[src/rtl/uart_pkg.sv]
`default_nettype none
// ============================================================================
// Module      : uart_pkg
// Description : Constants and types shared by the UART receiver and
//               transmitter. Both directions take their bit period from
//               UART_BIT_CLKS_DEFAULT, so a single link speed serves both.
// Contents    : rx_state_e (receiver state encoding)
//               UART_BIT_CLKS_DEFAULT (CLOCK_50 cycles per bit)
//               UART_DATA_BITS (data bits per frame)
// Revision    : 1.0 - initial release
// ============================================================================
package uart_pkg;

  localparam int UART_BIT_CLKS_DEFAULT = 43400;
  localparam int UART_DATA_BITS        = 8;

  // PARITY only appears in the receiver when UART_RX_PARITY_EN is defined;
  // the encoding is fixed here so both builds share one type.
  typedef enum logic [2:0] {
    IDLE      = 3'd0,
    START     = 3'd1,
    DATA      = 3'd2,
    PARITY    = 3'd3,
    STOP      = 3'd4,
    WAIT_HIGH = 3'd5
  } rx_state_e;

endpackage : uart_pkg
`default_nettype wire

[src/rtl/uart_bit_timer.sv]
`default_nettype none
// ============================================================================
// Module      : uart_bit_timer
// Description : Loadable down-counter for UART bit timing. Counts down from
//               the loaded value to zero; expire_o is high while the count
//               is zero, so a reload on expiry gives a period of
//               load_val_i + 1 cycles with no drift.
// Ports       : clk_i      - clock, rising edge
//               rst_ni     - asynchronous active-low reset
//               load_i     - reload the counter with load_val_i
//               load_val_i - value to load (cycles until expiry minus one)
//               expire_o   - count has reached zero
// Revision    : 1.0 - initial release
// ============================================================================
module uart_bit_timer
  import uart_pkg::*;
#(
  parameter int BIT_CLKS = UART_BIT_CLKS_DEFAULT
) (
  input  logic                        clk_i,
  input  logic                        rst_ni,
  input  logic                        load_i,
  input  logic [$clog2(BIT_CLKS)-1:0] load_val_i,
  output logic                        expire_o
);

  localparam int c_w = $clog2(BIT_CLKS);

  logic [c_w-1:0] count_q;

  always_ff @(posedge clk_i or negedge rst_ni) begin
    if (!rst_ni) begin
      count_q <= '0;
    end else if (load_i) begin
      count_q <= load_val_i;
    end else if (count_q != '0) begin
      count_q <= count_q - c_w'(1);
    end
  end

  assign expire_o = (count_q == '0);

endmodule : uart_bit_timer
`default_nettype wire

[src/rtl/uart_rx.sv]
`default_nettype none
// ============================================================================
// Module      : uart_rx
// Description : UART serial receiver, 8N1 (or 8E1 with UART_RX_PARITY_EN).
//               Synchronises rx, finds the start edge, samples each bit at
//               its centre and presents the byte with a one-cycle valid
//               strobe plus per-frame error flags.
// Macro       : UART_RX_PARITY_EN - adds an even parity bit (11-bit frames)
//               and drives parity_err; otherwise parity_err is tied to 0.
// Ports       : CLOCK_50   - system clock, rising edge
//               Reset_n    - asynchronous active-low reset
//               rx         - serial line, idle high, asynchronous
//               data       - last received byte
//               valid      - one-cycle pulse when data/flags update
//               frame_err  - stop bit of the frame in data was low
//               parity_err - parity mismatch for the frame in data
//               busy       - receiver is not idle
// Revision    : 1.0 - initial release
// ============================================================================
module uart_rx
  import uart_pkg::*;
#(
  parameter int BIT_CLKS = UART_BIT_CLKS_DEFAULT
) (
  input  logic                      CLOCK_50,
  input  logic                      Reset_n,
  input  logic                      rx,
  output logic [UART_DATA_BITS-1:0] data,
  output logic                      valid,
  output logic                      frame_err,
  output logic                      parity_err,
  output logic                      busy
);

  localparam int             c_tw        = $clog2(BIT_CLKS);
  localparam int             c_iw        = $clog2(UART_DATA_BITS);
  // Timer loads are "cycles until next sample minus one".
  localparam logic [c_tw-1:0] c_half_load = c_tw'(BIT_CLKS / 2 - 1);
  localparam logic [c_tw-1:0] c_full_load = c_tw'(BIT_CLKS - 1);
  localparam logic [c_iw-1:0] c_last_idx  = c_iw'(UART_DATA_BITS - 1);

  // --------------------------------------------------------------------------
  // Input synchroniser, reset to the idle-line level so a reset never looks
  // like a start edge by itself.
  // --------------------------------------------------------------------------
  logic [1:0] sync_q;
  logic       rxs;

  always_ff @(posedge CLOCK_50 or negedge Reset_n) begin
    if (!Reset_n) begin
      sync_q <= 2'b11;
    end else begin
      sync_q <= {sync_q[0], rx};
    end
  end

  assign rxs = sync_q[1];

  // --------------------------------------------------------------------------
  // Bit timer
  // --------------------------------------------------------------------------
  logic            tmr_load;
  logic [c_tw-1:0] tmr_val;
  logic            tmr_expire;

  uart_bit_timer #(
    .BIT_CLKS (BIT_CLKS)
  ) u_bit_timer (
    .clk_i      (CLOCK_50),
    .rst_ni     (Reset_n),
    .load_i     (tmr_load),
    .load_val_i (tmr_val),
    .expire_o   (tmr_expire)
  );

  // --------------------------------------------------------------------------
  // State and datapath registers
  // --------------------------------------------------------------------------
  rx_state_e                 state_q, state_d;
  logic [c_iw-1:0]           idx_q, idx_d;
  logic [UART_DATA_BITS-1:0] shift_q, shift_d;
  logic [UART_DATA_BITS-1:0] data_q, data_d;
  logic                      valid_q, valid_d;
  logic                      ferr_q, ferr_d;
`ifdef UART_RX_PARITY_EN
  logic                      perr_q, perr_d;
  logic                      par_bad_q, par_bad_d;
`endif

  always_ff @(posedge CLOCK_50 or negedge Reset_n) begin
    if (!Reset_n) begin
      state_q   <= IDLE;
      idx_q     <= '0;
      shift_q   <= '0;
      data_q    <= '0;
      valid_q   <= 1'b0;
      ferr_q    <= 1'b0;
`ifdef UART_RX_PARITY_EN
      perr_q    <= 1'b0;
      par_bad_q <= 1'b0;
`endif
    end else begin
      state_q   <= state_d;
      idx_q     <= idx_d;
      shift_q   <= shift_d;
      data_q    <= data_d;
      valid_q   <= valid_d;
      ferr_q    <= ferr_d;
`ifdef UART_RX_PARITY_EN
      perr_q    <= perr_d;
      par_bad_q <= par_bad_d;
`endif
    end
  end

  // --------------------------------------------------------------------------
  // Next-state logic. Every sample point reloads the timer with a full bit
  // period; entry to START loads half a period to land on the bit centre.
  // --------------------------------------------------------------------------
  always_comb begin
    state_d   = state_q;
    idx_d     = idx_q;
    shift_d   = shift_q;
    data_d    = data_q;
    valid_d   = 1'b0;
    ferr_d    = ferr_q;
`ifdef UART_RX_PARITY_EN
    perr_d    = perr_q;
    par_bad_d = par_bad_q;
`endif
    tmr_load  = 1'b0;
    tmr_val   = c_full_load;

    unique case (state_q)
      IDLE: begin
        if (!rxs) begin
          state_d  = START;
          tmr_load = 1'b1;
          tmr_val  = c_half_load;
        end
      end

      START: begin
        if (tmr_expire) begin
          if (!rxs) begin
            state_d  = DATA;
            idx_d    = '0;
            tmr_load = 1'b1;
          end else begin
            // Start bit did not survive to its centre: treat as a glitch.
            state_d = IDLE;
          end
        end
      end

      DATA: begin
        if (tmr_expire) begin
          shift_d  = {rxs, shift_q[UART_DATA_BITS-1:1]};
          tmr_load = 1'b1;
          if (idx_q == c_last_idx) begin
`ifdef UART_RX_PARITY_EN
            state_d = PARITY;
`else
            state_d = STOP;
`endif
          end else begin
            idx_d = idx_q + c_iw'(1);
          end
        end
      end

`ifdef UART_RX_PARITY_EN
      PARITY: begin
        if (tmr_expire) begin
          // Even parity: data bits plus parity bit must XOR to zero.
          par_bad_d = (^shift_q) ^ rxs;
          tmr_load  = 1'b1;
          state_d   = STOP;
        end
      end
`endif

      STOP: begin
        if (tmr_expire) begin
          data_d  = shift_q;
          ferr_d  = ~rxs;
          valid_d = 1'b1;
`ifdef UART_RX_PARITY_EN
          perr_d  = par_bad_q;
`endif
          // A low stop bit means a break or stuck line; wait for it to
          // return high so it is not taken as the next start edge.
          state_d = rxs ? IDLE : WAIT_HIGH;
        end
      end

      WAIT_HIGH: begin
        if (rxs) begin
          state_d = IDLE;
        end
      end

      default: begin
        state_d = IDLE;
      end
    endcase
  end

  // --------------------------------------------------------------------------
  // Outputs
  // --------------------------------------------------------------------------
  assign data      = data_q;
  assign valid     = valid_q;
  assign frame_err = ferr_q;
  assign busy      = (state_q != IDLE);
`ifdef UART_RX_PARITY_EN
  assign parity_err = perr_q;
`else
  assign parity_err = 1'b0;
`endif

endmodule : uart_rx
`default_nettype wire

[config.mk]
export PLATFORM = sky130hd
export DESIGN_NAME = uart_rx
export DESIGN_NICKNAME = d
export VERILOG_FILES = /design/src/rtl/uart_pkg.sv /design/src/rtl/uart_bit_timer.sv /design/src/rtl/uart_rx.sv
export SDC_FILE = /design/constraint.sdc
export NUM_CORES = 1
export LEC_CHECK = 0
export BUFFER_PORTS_ARGS = -buffer_cell sky130_fd_sc_hd__buf_2
export CORE_ASPECT_RATIO = 1.1
export CORE_MARGIN = 8
export CORE_UTILIZATION = 30
export DETAILED_ROUTE_END_ITERATION = 6
export GPL_TIMING_DRIVEN = 0
export PLACE_DENSITY = 0.48
export REMOVE_ABC_BUFFERS = 1
export SYNTH_ARGS = -nofsm -noshare
export SYNTH_HDL_FRONTEND = slang
export SYNTH_HIERARCHICAL = 1
export SYNTH_SLANG_ARGS = --single-unit
[constraint.sdc]
create_clock -name CLOCK_50 -period 3.15 [get_ports CLOCK_50]
set_input_delay 0.315 -clock CLOCK_50 [delete_from_list [all_inputs] [get_ports CLOCK_50]]
set_output_delay 0.315 -clock CLOCK_50 [all_outputs]
set_load 0.01 [all_outputs]
Word-level counts from Yosys, hierarchy flattened
Cells that the tools add are included.
W data, S select, Z words.
{"block": "classes", "addsub": 2, "eq_ne": 13, "muxes": 23, "n_bitwise": 1, "reduce_logical": 10}
{"operator": "$mux W16", "n": 4}
{"operator": "$mux W3", "n": 11}
{"operator": "$logic_not A16 Y1", "n": 1}
{"operator": "$ne A2 B2 Y1 const B", "n": 8}
{"operator": "$reduce_bool A16 Y1", "n": 1}
{"operator": "$sub A16 B1 Y16 const B", "n": 1}
{"operator": "$pmux W3 S5", "n": 1}
{"operator": "$eq A3 B3 Y1 const B", "n": 3}
{"operator": "$pmux W3 S2", "n": 1}
{"operator": "$reduce_and A6 Y1", "n": 1}
{"operator": "$reduce_and A5 Y1", "n": 1}
{"operator": "$mux W1", "n": 4}
{"operator": "$reduce_and A2 Y1", "n": 2}
{"operator": "$reduce_bool A2 Y1", "n": 2}
{"operator": "$add A3 B1 Y3 const B", "n": 1}
{"operator": "$eq A3 B1 Y1 const B", "n": 1}
{"operator": "$eq A3 B2 Y1 const B", "n": 1}
{"operator": "$logic_not A3 Y1", "n": 1}
{"operator": "$pmux W1 S3", "n": 1}
{"operator": "$reduce_bool A3 Y1", "n": 1}
{"operator": "$mux W2", "n": 1}
{"operator": "$not A1 Y1", "n": 1}
{"block": "totals", "ff_bits": 42, "input_bits": 3, "output_inout_bits": 12, "wordCells": 57}

Depth between registers and ports, before layout
{"block": "logic_depth", "word_depth": 4, "depth_mapped": 12, "ltp_nobuf": 10}

Modules after synthesis
Netlist, hierarchy kept.
{"mod": "uart_rx", "instances": 1, "cells_per_inst": 89, "area_per_inst_um2": 1139.8, "seq_area_each_um2": 653.1}
{"mod": "uart_bit_timer", "instances": 1, "cells_per_inst": 104, "area_per_inst_um2": 1006.0, "seq_area_each_um2": 400.4}

Worst setup path after synthesis
OpenSTA, ideal clock, no wires.
{"block": "synth_path", "path_kind": "flip-flop to flip-flop", "start": "register u_bit_timer.count_q[0]", "end": "register u_bit_timer.count_q[6]", "setup_ns": 0.142, "arrival_ns": 2.691, "required_time_ns": 3.008, "path_slack_ns": 0.317, "stages_incl_launch_ff": 12, "n_path_buf": 2, "synth_period_minus_slack_ns": 2.833, "path_cell_list": "dfrtp_1 > inv_1 > ha_1 > nor3b_4 > nand3_2 > nor2_1 > and2_1 > o21bai_1 > a21oi_1 > clkbuf_1 > clkbuf_1 > o221ai_1"}
{"block": "synth_via", "elab_chain_cells": 4, "elab_cells_between_ends": 9, "cone_classes": "add/sub (1); mux (5); reduce/logical (3)"}
{"element": "from (decl)", "line_no": "uart_bit_timer.sv:29", "text": "logic [c_w-1:0] count_q;"}
{"element": "from (signal assigned)", "line_no": "uart_bit_timer.sv:35", "text": "count_q <= load_val_i;"}
{"element": "from (signal assigned)", "line_no": "uart_bit_timer.sv:37", "text": "count_q <= count_q - c_w'(1);"}
{"element": "$logic_not A16 Y1 (*)", "line_no": "uart_bit_timer.sv:41", "text": "assign expire_o = (count_q == '0);"}
{"element": "via tmr_expire", "line_no": "uart_rx.sv:64", "text": "logic tmr_expire;"}
{"element": "$mux W1 (on tied branches)", "line_no": "uart_rx.sv:157, uart_rx.sv:144"}
{"element": "$pmux W1 S3 (*)", "line_no": "uart_rx.sv:134", "text": "unique case (state_q)"}
{"element": "via tmr_load", "line_no": "uart_rx.sv:62", "text": "logic tmr_load;"}
{"element": "$mux W16 / $reduce_bool A2 Y1 (equally long branches)"}
Mark *: on every way through the listed nets, which the timed path passes. The rest lies on a longest branch. The select of a mux whose other input is x is not followed.
A chain may end at the register's enable or synchronous reset.

Final worst setup path
{"block": "layout_path", "start": "register u_bit_timer.count_q[0]", "end": "register u_bit_timer.count_q[9]"}
The elaborated chain is that of the path after synthesis.

==> results.json <==
{
  "post_route_non_filler_standard_cell_count": 299,
  "post_synth_instance_area_um2": 2150,
  "ctsLongestPathBuffers": 2,
  "synth_top_cell_by_area": "sky130_fd_sc_hd__dfrtp_1",
  "synth_mux_area_share_pct": 10.8,
  "first_pass_grt_wire_length_um": 7420,
  "fin_worst_skew_ns": 0.00792,
  "dpl_cell_area_um2": 2300,
  "hold_path_class": "in -> reg",
  "design.core.area_um2": 6970,
  "synth_simple_gate_area_share_pct": 20.5,
  "grtUsageTotal_pct": 8.62,
  "postLayoutCoreUtil_pct": 35.0,
  "dpl.cell_count": 288,
  "vias": 1476,
  "power-per-cell-area_nw_per_um2": 519,
  "die-width_um": 96.6,
  "post-route-drc-count": 0,
  "areaGrowthSynthToFinish_pct": 13.6,
  "synth_compound_area_share_pct": 10.6,
  "die_height_um": 105,
  "layout-drive-gt1-share_pct": 26.6,
  "floorplan.io_pins": 15,
  "yosysWarningCount": 6,
  "status": "complete, no violations",
  "syn_area_per_cell_um2": 11.1,
  "max_cap_viol_count": 0,
  "h_tree_levels": 2,
  "timing.fmax_ghz": 0.345,
  "placementRows": 32,
  "gp_congestion": 0.697,
  "worst_ep_required_time_ns": 3.38,
  "worst_slew_pin_slew_ns": 0.946,
  "cts_root_buf": "sky130_fd_sc_hd__clkbuf_8",
  "period_minus_slack_ns": 2.90,
  "cts_made_buffers": 5,
  "final_nets": 219,
  "avgRoutedWirePerCell_um": 14.2,
  "tritoncts": "built",
  "fin_area_um2": 2440,
  "skew_pair_late_insertion_delay_ns": 0.30,
  "globalRoute.totalOverflow": 0,
  "leakagePower_nw": 1.08,
  "postSynth.topFlopCell": "sky130_fd_sc_hd__dfrtp_1",
  "synth_sequential_area_ratio_pct": 49.1,
  "synthDistinctLibCells": 50,
  "worst_setup_path_end_kind": "register",
  "antenna_found_initial": 0,
  "first_pass_iters": 4,
  "grt_max_degree": 43,
  "io_buffers": 13,
  "timing.setup.critical_path_class": "reg -> reg",
  "clk_pin_slew_worst_paths_ns": 0.09,
  "final-hold-violation-count": 0,
  "detailedRoute.firstIterationViolations": 43,
  "clock_sink_count": 42,
  "synth_seq_cells": 42,
  "synth_enable_flop_cells": 0,
  "asyncSetResetFlopFracSynth_pct": 100,
  "worstPathArrival_ns": 3.13,
  "timing_max_transition_violations_final": 0,
  "finalHoldWorstSlack_ns": 0.115,
  "antenna_cells": 0,
  "initial_cell_density_of_the_core_pct": 30.8,
  "number_of_global_route_vias_before_repair": 1549,
  "post-synth-top-area-fraction_pct": 46.6,
  "setup-violations-final": 0,
  "synth.area.top_cells": "sky130_fd_sc_hd__dfrtp_1 (47%), sky130_fd_sc_hd__mux2_2 (8.9%), sky130_fd_sc_hd__xnor2_1 (3.3%)",
  "yosys.area_share.adder_pct": 1.75,
  "die_area_um2": 10100,
  "worstPathMaxFanout": 15,
  "n_fill_cell": 752,
  "postRouteAntennaNets": 0,
  "synth_top_family_by_area": "simple AND/OR/NAND/NOR gates",
  "nature_of_the_critical_path_startpoint": "register",
  "xor_xnor_portion_of_the_synthesized_cell_area_pct": 3.27,
  "worst_slew_margin_rel_pct": 36.9,
  "vdd_ir_drop_max_mv": 0.316,
  "hpwl_um": 2700,
  "vias_per_cell": 4.94,
  "synthesis.instances": 193,
  "final.period_utilization_pct": 92.1,
  "wl_um": 4240
}
==> metal layers <==
layer / up-vias / share of wire, % / GRT usage, % / routed length (um)
met5: - / 0 / 0 / 0
met4: 0 / 0.42 / 2.31 / 18
met3: 2 / 2.8 / 2.44 / 120
met2: 15 / 46 / 14.4 / 1970
met1: 735 / 50 / 10.6 / 2130
li1: 724 / - / - / -
==> power by group <==
part           internal [mW]  leakage, nW  switching (mW)
logic                  0.116        0.497           0.102
registers              0.602        0.539          0.0876
clock network          0.156       0.0441           0.203
total                  0.874         1.08           0.392
==> layout by cell type, fill, tap and decap left out, drive strengths merged, types with 2 or more instances in the layout <==
cell type,count
dfrtp,40
mux2,17
nand2,17
buf,16
nand2b,9
conb,8
xnor2,8
inv,7
o21ai,7
o211a,6
nor2,6
nor2b,6
a21oi,6
clkbuf,5
nor3b,5
nor3,5
mux2i,4
nor4,4
ha,3
nand3,3
or3,2
or2,2
and2,2
dfstp,2
o31a,2
nand4,2
a221o,2
nand4b,2
clkinv,2
==> registers in the layout, summed over array words and instances, names as in the netlist <==
name and flops:
sync_q 2, data 8, state_q 3, valid 1, idx_q 3, shift_q 8
frame_err 1, u_bit_timer/count_q 16
==> layout make-up <==
| cell class | instances | area, um2 | share of cell area (%) |
|---|---|---|---|
| flip-flops and latches | 42 | 1050 | 43.2 |
| multi-input cells | 141 | 1070 | 43.9 |
| well taps | 85 | 106 | 4.36 |
| repair buffers | 16 | 91.3 | 3.75 |
| clock buffers | 5 | 68.8 | 2.82 |
| clock inverters | 3 | 21.3 | 0.872 |
| inverters | 7 | 26.3 | 1.08 |
==> metrics by stage <==
| step | total power, mW | setup TNS (ns) | setup WS (ns) |
|---|---|---|---|
| 3_3_place_gp | 0.898 | -28.95 | -1.76 |
| 6_report | 1.27 | 0 | 0.248 |
| 4_1_cts | 1.27 | 0 | 0.0266 |
| 2_1_floorplan | 0.843 | -6.64 | -0.518 |
| 5_1_grt | 1.35 | -0.00232 | -0.00187 |
| 3_5_place_dp | 0.899 | -12.61 | -0.779 |
==> what timing repair did <==
item | 4_1_cts | 5_1_grt
buffers inserted | 0 | 2
resized for setup | 3 | 1
cloned | 1 | 0
pin swaps | 1 | 0
hold buffers | 0 | 0
endpoints found under the setup margin | 32 | 13
==> Yosys cell counts, drive strengths merged (3+ instances only) <==
cell type / instances
a21oi: 5
buf: 7
clkbuf: 3
dfrtp: 40
ha: 3
inv: 7
mux2: 17
mux2i: 4
nand2: 17
nand2b: 9
nand3: 3
nor2: 6
nor2b: 6
nor3: 5
nor3b: 5
nor4: 4
o211a: 6
o21ai: 7
xnor2: 8
==> worst max-delay path, stage by stage (launching register included) <==
cell                       delay, ns
sky130_fd_sc_hd__dfrtp_1        0.44
sky130_fd_sc_hd__inv_1          0.09
sky130_fd_sc_hd__ha_1           0.18
sky130_fd_sc_hd__nor3b_4        0.27
sky130_fd_sc_hd__nand3_2        0.19
sky130_fd_sc_hd__nor2_2         0.31
sky130_fd_sc_hd__and2_1         0.17
sky130_fd_sc_hd__o21bai_1       0.14
sky130_fd_sc_hd__a21oi_4        0.36
sky130_fd_sc_hd__buf_6          0.22
sky130_fd_sc_hd__or3_1          0.28
sky130_fd_sc_hd__o211a_1        0.19
==> worst paths after layout <==
| check | start | end | slack [ns] | depth (start not counted) |
|---|---|---|---|---|
| setup / recovery | u_bit_timer/count_q[0] | u_bit_timer/count_q[9] | 0.25 | 11 |
| hold / removal | rx | sync_q[0] | 0.12 | 1 |
| setup reg to reg | u_bit_timer/count_q[0] | u_bit_timer/count_q[9] | 0.25 | 11 |
| hold reg to reg | sync_q[0] | sync_q[1] | 0.36 | 0 |
| max in group asynchronous | Reset_n | data[7] | 2.40 | 1 |
| min in group asynchronous | Reset_n | u_bit_timer/count_q[14] | 0.16 | 1 |
==> cell families (layout without fill, tap and decap cells) <==
logic type / count (synthesis) / in the layout
muxes: 21 / 21
AOI/OAI and AO/OA: 31 / 32
and+or+nand+nor: 69 / 69
other: 2 / 8
adders and majority gates: 3 / 3
xor gates and xnor gates: 8 / 8
buffers and inverters: 17 / 31
DFF: 42 / 42
Note: power is estimated with default switching activity, not from simulation.
